==> src/rtl/exception_addr_seq_pkg.sv <==
// Shared definitions for the exception address sequencer and main control.
// Holds the sequencer state encoding, the exception cause encoding, the
// address-mux selector constants for the three exception vectors, and small
// helpers for mapping causes to selectors and clamping selector values.
package exception_addr_seq_pkg;

    // Sequencer state encoding (kept as plain constants so legacy main-control
    // code can compare against the same values).
    localparam logic [2:0] ST_IDLE     = 3'd0;
    localparam logic [2:0] ST_SAVE_EPC = 3'd1;
    localparam logic [2:0] ST_FETCH    = 3'd2;
    localparam logic [2:0] ST_WAIT     = 3'd3;
    localparam logic [2:0] ST_LOAD     = 3'd4;
    localparam logic [2:0] ST_DONE     = 3'd5;

    typedef enum logic [1:0] {
        CAUSE_NONE     = 2'd0,
        CAUSE_OPCODE   = 2'd1,
        CAUSE_OVERFLOW = 2'd2,
        CAUSE_DIVZERO  = 2'd3
    } cause_e;

    // Address-mux selectors. 3'b000 routes the PC (used while saving EPC);
    // the vector selectors point at the handler bytes 253/254/255.
    localparam logic [2:0] SEL_PC       = 3'b000;
    localparam logic [2:0] VEC_OPCODE   = 3'b010;
    localparam logic [2:0] VEC_OVERFLOW = 3'b011;
    localparam logic [2:0] VEC_DIVZERO  = 3'b100;
    localparam logic [2:0] SEL_MAX      = 3'b100;

    // Request/pending vectors are packed {opcode, overflow, divzero}, so the
    // most significant set bit is always the highest-priority cause.
    localparam int REQ_OPCODE   = 2;
    localparam int REQ_OVERFLOW = 1;
    localparam int REQ_DIVZERO  = 0;

    function automatic logic [2:0] cause_vector(input cause_e c);
        logic [2:0] v;
        case (c)
            CAUSE_OPCODE:   v = VEC_OPCODE;
            CAUSE_OVERFLOW: v = VEC_OVERFLOW;
            CAUSE_DIVZERO:  v = VEC_DIVZERO;
            default:        v = SEL_PC;
        endcase
        return v;
    endfunction

    function automatic cause_e highest_cause(input logic [2:0] req);
        cause_e c;
        if (req[REQ_OPCODE])
            c = CAUSE_OPCODE;
        else if (req[REQ_OVERFLOW])
            c = CAUSE_OVERFLOW;
        else if (req[REQ_DIVZERO])
            c = CAUSE_DIVZERO;
        else
            c = CAUSE_NONE;
        return c;
    endfunction

    function automatic logic [2:0] cause_mask(input cause_e c);
        logic [2:0] m;
        case (c)
            CAUSE_OPCODE:   m = 3'b100;
            CAUSE_OVERFLOW: m = 3'b010;
            CAUSE_DIVZERO:  m = 3'b001;
            default:        m = 3'b000;
        endcase
        return m;
    endfunction

    // Selector values above the divzero vector do not exist on the mux.
    function automatic logic [2:0] clamp_sel(input logic [2:0] s);
        return (s > SEL_MAX) ? SEL_PC : s;
    endfunction

endpackage

==> src/rtl/exception_addr_seq.sv <==
// Exception address sequencer.
// On an exception it takes over the address mux from main control, saves the
// EPC, reads the handler address byte from the exception vector, loads it into
// the PC, acknowledges, and hands the mux back. Exceptions arriving while a
// handler entry is in progress are queued and serviced back-to-back.
//
// Ports:
//   clk           system clock, rising edge
//   reset         asynchronous active-low reset
//   ctrl_addr_sel address-mux selector requested by main control
//   exc_opcode    invalid-opcode exception pulse    (highest priority)
//   exc_overflow  arithmetic-overflow exception pulse
//   exc_divzero   divide-by-zero exception pulse     (lowest priority)
//   addr_sel      selector driven to the address mux (never 3'b101..3'b111)
//   mem_read      memory read strobe
//   epc_write     EPC register write enable
//   pc_load_byte  PC <= zero-extended memory byte
//   busy          sequencer owns the address mux; main control stalled
//   exc_ack       one-cycle pulse on handler entry
//
// state    | meaning
// ---------+-----------------------------------------------------------
// IDLE     | main control owns the mux; watching for exceptions
// SAVE_EPC | write current PC into EPC (addr_sel = PC)
// FETCH    | issue the vector byte read, load the latency counter
// WAIT     | hold the vector address for MEM_LAT cycles
// LOAD     | load the returned byte into the PC
// DONE     | acknowledge; start the next pending cause or return to IDLE
module exception_addr_seq
    import exception_addr_seq_pkg::*;
#(
    parameter int MEM_LAT = 2
) (
    input  logic       clk,
    input  logic       reset,
    input  logic [2:0] ctrl_addr_sel,
    input  logic       exc_opcode,
    input  logic       exc_overflow,
    input  logic       exc_divzero,
    output logic [2:0] addr_sel,
    output logic       mem_read,
    output logic       epc_write,
    output logic       pc_load_byte,
    output logic       busy,
    output logic       exc_ack
);

    localparam logic [2:0] WAIT_LOAD = 3'(MEM_LAT - 1);

    logic [2:0] state, state_nxt;
    cause_e     cause, cause_nxt;
    logic [2:0] pending, pending_nxt;
    logic [2:0] wait_cnt, wait_cnt_nxt;
    logic [2:0] exc_req;
    logic [2:0] done_req;
    logic [2:0] vector_sel;

    assign exc_req    = {exc_opcode, exc_overflow, exc_divzero};
    assign vector_sel = cause_vector(cause);
    // In DONE a pulse arriving this very cycle competes with the queue.
    assign done_req   = pending | exc_req;

    always_ff @(posedge clk or negedge reset) begin
        if (!reset) begin
            state    <= ST_IDLE;
            cause    <= CAUSE_NONE;
            pending  <= 3'b000;
            wait_cnt <= 3'd0;
        end else begin
            state    <= state_nxt;
            cause    <= cause_nxt;
            pending  <= pending_nxt;
            wait_cnt <= wait_cnt_nxt;
        end
    end

    always_comb begin
        state_nxt    = state;
        cause_nxt    = cause;
        pending_nxt  = pending;
        wait_cnt_nxt = wait_cnt;
        case (state)
            ST_IDLE: begin
                if (|exc_req) begin
                    cause_nxt   = highest_cause(exc_req);
                    // lower-priority causes in the same cycle are not lost
                    pending_nxt = pending | (exc_req & ~cause_mask(highest_cause(exc_req)));
                    state_nxt   = ST_SAVE_EPC;
                end
            end
            ST_SAVE_EPC: begin
                pending_nxt = pending | exc_req;
                state_nxt   = ST_FETCH;
            end
            ST_FETCH: begin
                pending_nxt  = pending | exc_req;
                wait_cnt_nxt = WAIT_LOAD;
                state_nxt    = ST_WAIT;
            end
            ST_WAIT: begin
                pending_nxt = pending | exc_req;
                if (wait_cnt == 3'd0)
                    state_nxt = ST_LOAD;
                else
                    wait_cnt_nxt = wait_cnt - 3'd1;
            end
            ST_LOAD: begin
                pending_nxt = pending | exc_req;
                state_nxt   = ST_DONE;
            end
            ST_DONE: begin
                if (|done_req) begin
                    // skip IDLE so main control never sees the mux in between
                    cause_nxt   = highest_cause(done_req);
                    pending_nxt = done_req & ~cause_mask(highest_cause(done_req));
                    state_nxt   = ST_SAVE_EPC;
                end else begin
                    cause_nxt   = CAUSE_NONE;
                    pending_nxt = 3'b000;
                    state_nxt   = ST_IDLE;
                end
            end
            default: begin
                cause_nxt   = CAUSE_NONE;
                pending_nxt = 3'b000;
                state_nxt   = ST_IDLE;
            end
        endcase
    end

    // Outputs decode straight from state so an asynchronous reset silences
    // every strobe immediately.
    always_comb begin
        addr_sel     = SEL_PC;
        mem_read     = 1'b0;
        epc_write    = 1'b0;
        pc_load_byte = 1'b0;
        busy         = 1'b1;
        exc_ack      = 1'b0;
        case (state)
            ST_IDLE: begin
                addr_sel = clamp_sel(ctrl_addr_sel);
                busy     = 1'b0;
            end
            ST_SAVE_EPC: begin
                addr_sel  = SEL_PC;
                epc_write = 1'b1;
            end
            ST_FETCH: begin
                addr_sel = vector_sel;
                mem_read = 1'b1;
            end
            ST_WAIT: begin
                addr_sel = vector_sel;
            end
            ST_LOAD: begin
                addr_sel     = vector_sel;
                pc_load_byte = 1'b1;
            end
            ST_DONE: begin
                addr_sel = SEL_PC;
                exc_ack  = 1'b1;
            end
            default: begin
                addr_sel = clamp_sel(ctrl_addr_sel);
                busy     = 1'b0;
            end
        endcase
    end

endmodule

==> config.mk <==
export PLATFORM = sky130hd
export DESIGN_NAME = exception_addr_seq
export DESIGN_NICKNAME = d
export VERILOG_FILES = /design/src/rtl/exception_addr_seq_pkg.sv /design/src/rtl/exception_addr_seq.sv
export SDC_FILE = /design/constraint.sdc
export NUM_CORES = 1
export LEC_CHECK = 0
export ABC_CLOCK_PERIOD_IN_PS = 1500
export BUFFER_PORTS_ARGS = -buffer_cell sky130_fd_sc_hd__buf_4
export CORE_MARGIN = 2
export CORE_UTILIZATION = 48
export DETAILED_ROUTE_END_ITERATION = 12
export GPL_TIMING_DRIVEN = 0
export PLACE_DENSITY = 0.71
export SYNTH_ARGS = -nofsm -noshare
export SYNTH_HDL_FRONTEND = slang
export SYNTH_SLANG_ARGS = --single-unit
==> constraint.sdc <==
create_clock -name clk -period 1.5 [get_ports clk]
set_input_delay 0.15 -clock clk [delete_from_list [all_inputs] [get_ports clk]]
set_output_delay 0.15 -clock clk [all_outputs]
set_load 0.05 [all_outputs]
==> results.md <==
- Number of instances in the synthesized netlist: 96
- Fraction of layout cells with a size suffix above 1: 46.9%
- Final Power: 3.20 mW
- Post-Syn Area: 827 µm²
- Row count: 14
- R2R depth: 5
- Fmax: 601 MHz
- Final std cells w/o fill: 144
- Number of stages on the worst hold path: 3
- Maximum number of pins on one net before global-route repair: 12
- Routed wire length: 2700 µm
- Worst R2R Setup Slack: -0.12 ns
- Largest buffer count on any clock path: 2
- Setup Crit Path Kind: reg2out
- Sequential share of the synthesized area: 33.3%
- Data required time at the worst endpoint: 1.35 ns
- Launch instance of the worst register-to-register path: state[0]$_DFFE_PN0P_
- Worst VDD drop: 0.00165 V
- Type of destination of the critical path: output pin
- Number of hold violations in the final report: 0
- Number of storage elements in the synthesis netlist: 11
- Clock skew: 0.00168 ns
- Clock-pin slew on the worst setup and hold paths: 0.07 ns
- RSZ-0062 raised after global routing: true
- Yosys warning count: 0
- Clock root buffer: clkbuf_4
- Distinct cell type count after synthesis: 38
- Synthesized-area fraction occupied by adder cells: 6.05%
- Max-Slew Margin vs Limit: 72.5%
- Number of nets in the finished design: 141
- Final critical-path setup slack: -0.164 ns
- Nets in the synthesized netlist: 108
- Number of placed instances, taps included: 126
- Area delta synth->final: 62.0%
- Largest family of logic cells by synthesized area: simple AND/OR/NAND/NOR gates
- Initial antenna violation count: 0
- Inserted Diodes: 0
- Share of synthesized registers carrying an async set or reset: 100%
- Share of the synthesized area in compound gates (AO/OA/AOI/OAI): 25.1%
- H-tree levels: 1
- Count of final setup violators: 10
- PwrDens: 2390 nW/µm²
- Clk Latency, worst-skew pair: 0.27 ns
- Worst-Margin Slew: 0.409 ns
- Startpoint class of the critical path: flop
- Most common cell after layout, fill and taps aside: buf_4
- Fill count: 83
- Static Leakage: 0.558 nW
- Full die area: 2070 µm²
- Slew Viols, Final: 0
- Global-route wire length before repair: 3840 µm
- DR pass1 iterations: 4
- Quantity of I/O buffers inserted on ports: 14
- Outcome: complete, but fails checks
- Number of flops mapped to enable cells by yosys: 0
- Reported max-cap violation count: 0
- Crit share post-route: 111%
- Critical Path Fanout Max: 10
- Violation count after the first detailed-routing iteration: 31
- Number of global-route vias before repair: 823
- Average size of a mapped cell: 8.62 µm²
- Count of vias placed by the detailed router: 927
- Startpoint of the most critical hold path: exc_divzero
- Capturing point of the worst reg2reg path: pending[1]$_DFFE_PN0P_
- Crit path launch: state[1]$_DFFE_PN0P_
- Overflow after GRT: 0
- Violated checks: negative setup slack
- Hold Path Class: in2reg
- Initial standard-cell utilization of the core: 53.0%
- DRC violation count after routing: 0
- Critical Path AT: 1.51 ns
- Routed wirelength normalized by instance count: 18.8 µm
- Hold Crit Endpoint: cause[1]$_DFFE_PN0P_
- Share of synthesized cell area in and, or, nand and nor gates: 27.1%
- Clock buffers created by TritonCTS: 3
- Dominant register cell in the synthesized netlist: dfrtp_1
- TritonCTS clock tree: done
- All-layer global routing usage: 26.1%
- Mux cell area share after synthesis: 1.21%
- Num ports: 16
- XOR/XNOR Fraction of Synth Area: 0%
- Most used cells in the layout excluding fill and tap cells: 18 x buf_4, 10 x buf_6, 10 x dfrtp_1, 5 x inv_1, 5 x nor2_1
- Post-route antenna net violation count: 0
- Detailed-placement wirelength estimate: 1450 µm
- Final critical-path required period: 1.66 ns
- Vias per inst: 6.44
- Count of clock tree sinks: 11
- DIE HEIGHT: 45.5 µm
- Overall die width: 45.5 µm
- Core Region: 1560 µm²
- Gpl congestion: 0.835
## state kept, by name, indices dropped and copies added (netlist names)
name,cells
cause,2
wait_cnt,3
state,3
pending,3
## where the power goes
group          internal, mW  total (mW)  switching [mW]
clock network         0.103       0.210           0.107
logic                  1.13        2.46            1.33
registers             0.424       0.527           0.103
total                  1.66        3.20            1.54
## cell type report
class | count | area, µm² | share of cell area, %
well taps | 16 | 20.0 | 1.49
multi-input cells | 72 | 644 | 48.1
clock buffers | 4 | 26.3 | 1.96
plain buffers | 7 | 100 | 7.47
inverters | 6 | 22.5 | 1.68
flip-flops and latches | 11 | 277 | 20.6
repair buffers | 28 | 250 | 18.7
## what timing repair did
| action | 4_1_cts | 5_1_grt |
|---|---|---|
| setup endpoints to repair | 10 | 13 |
| hold buffers | 1 | 0 |
| endpoints found under the hold margin | 11 | 0 |
| pin swaps | 3 | 7 |
| setup buffers | 6 | 7 |
| gates resized for setup | 27 | 16 |
## critical path: stages, from the launching register on
cell and delay, ns:
dfrtp_2 0.43, buf_8 0.15, buf_12 0.14, a221oi_4 0.29, a21oi_2 0.07, buf_6 0.16
## per-stage QoR
| step | util (%) | hold WS (ns) | setup TNS (ns) | cell area (µm²) | setup slack [ns] |
|---|---|---|---|---|---|
| finish | 86.0 | 0.235 | -0.896 | 1340 | -0.164 |
| global route | 86.0 | 0.252 | -1.48 | 1340 | -0.222 |
| CTS | 77.8 | 0.203 | -0.549 | 1210 | -0.176 |
| detailed placement | 65.6 | -0.00472 | -0.588 | 1020 | -0.205 |
| global placement | 65.6 | -0.00683 | -0.570 | 1020 | -0.214 |
| floorplan | - | -0.146 | -0.356 | 897 | -0.137 |
## cells in the mapped netlist (3+ instances only)
cell type,instances,share of area [%]
nand2b_1,3,2.3
o21ai_0,3,1.8
ha_1,4,6.1
a21oi_1,5,3.0
a221oi_1,3,3.2
nand2_1,4,1.8
nand3b_1,3,2.7
inv_1,6,2.7
dfrtp_1,11,33
nor2_1,8,3.6
a22oi_1,3,2.7
buf_2,3,1.8
nor2b_1,4,3.0
clkbuf_1,3,1.4
nor3_1,4,2.4
o211ai_1,4,3.6
## worst max-delay path by stage
stage | end | slack [ns]
global route | addr_sel[2] | -0.22
CTS | addr_sel[2] | -0.18
floorplan | addr_sel[2] | -0.14
detailed placement | addr_sel[2] | -0.20
global placement | addr_sel[2] | -0.21
finish | addr_sel[1] | -0.16
## metal layers
metal,track usage [%],part of all wire [%]
met2,42.8,51
met5,0,0
met3,5.95,5.6
met1,33.7,42
met4,8.24,1.3
## logic make-up after synthesis
family                     count (synthesis)
DFF                                       11
muxes                                      1
and+or+nand+nor                           38
buffers and inverters                     13
AOI/OAI and AO/OA                         29
adders and majority gates                  4
Power figures use the tool's default switching activity.
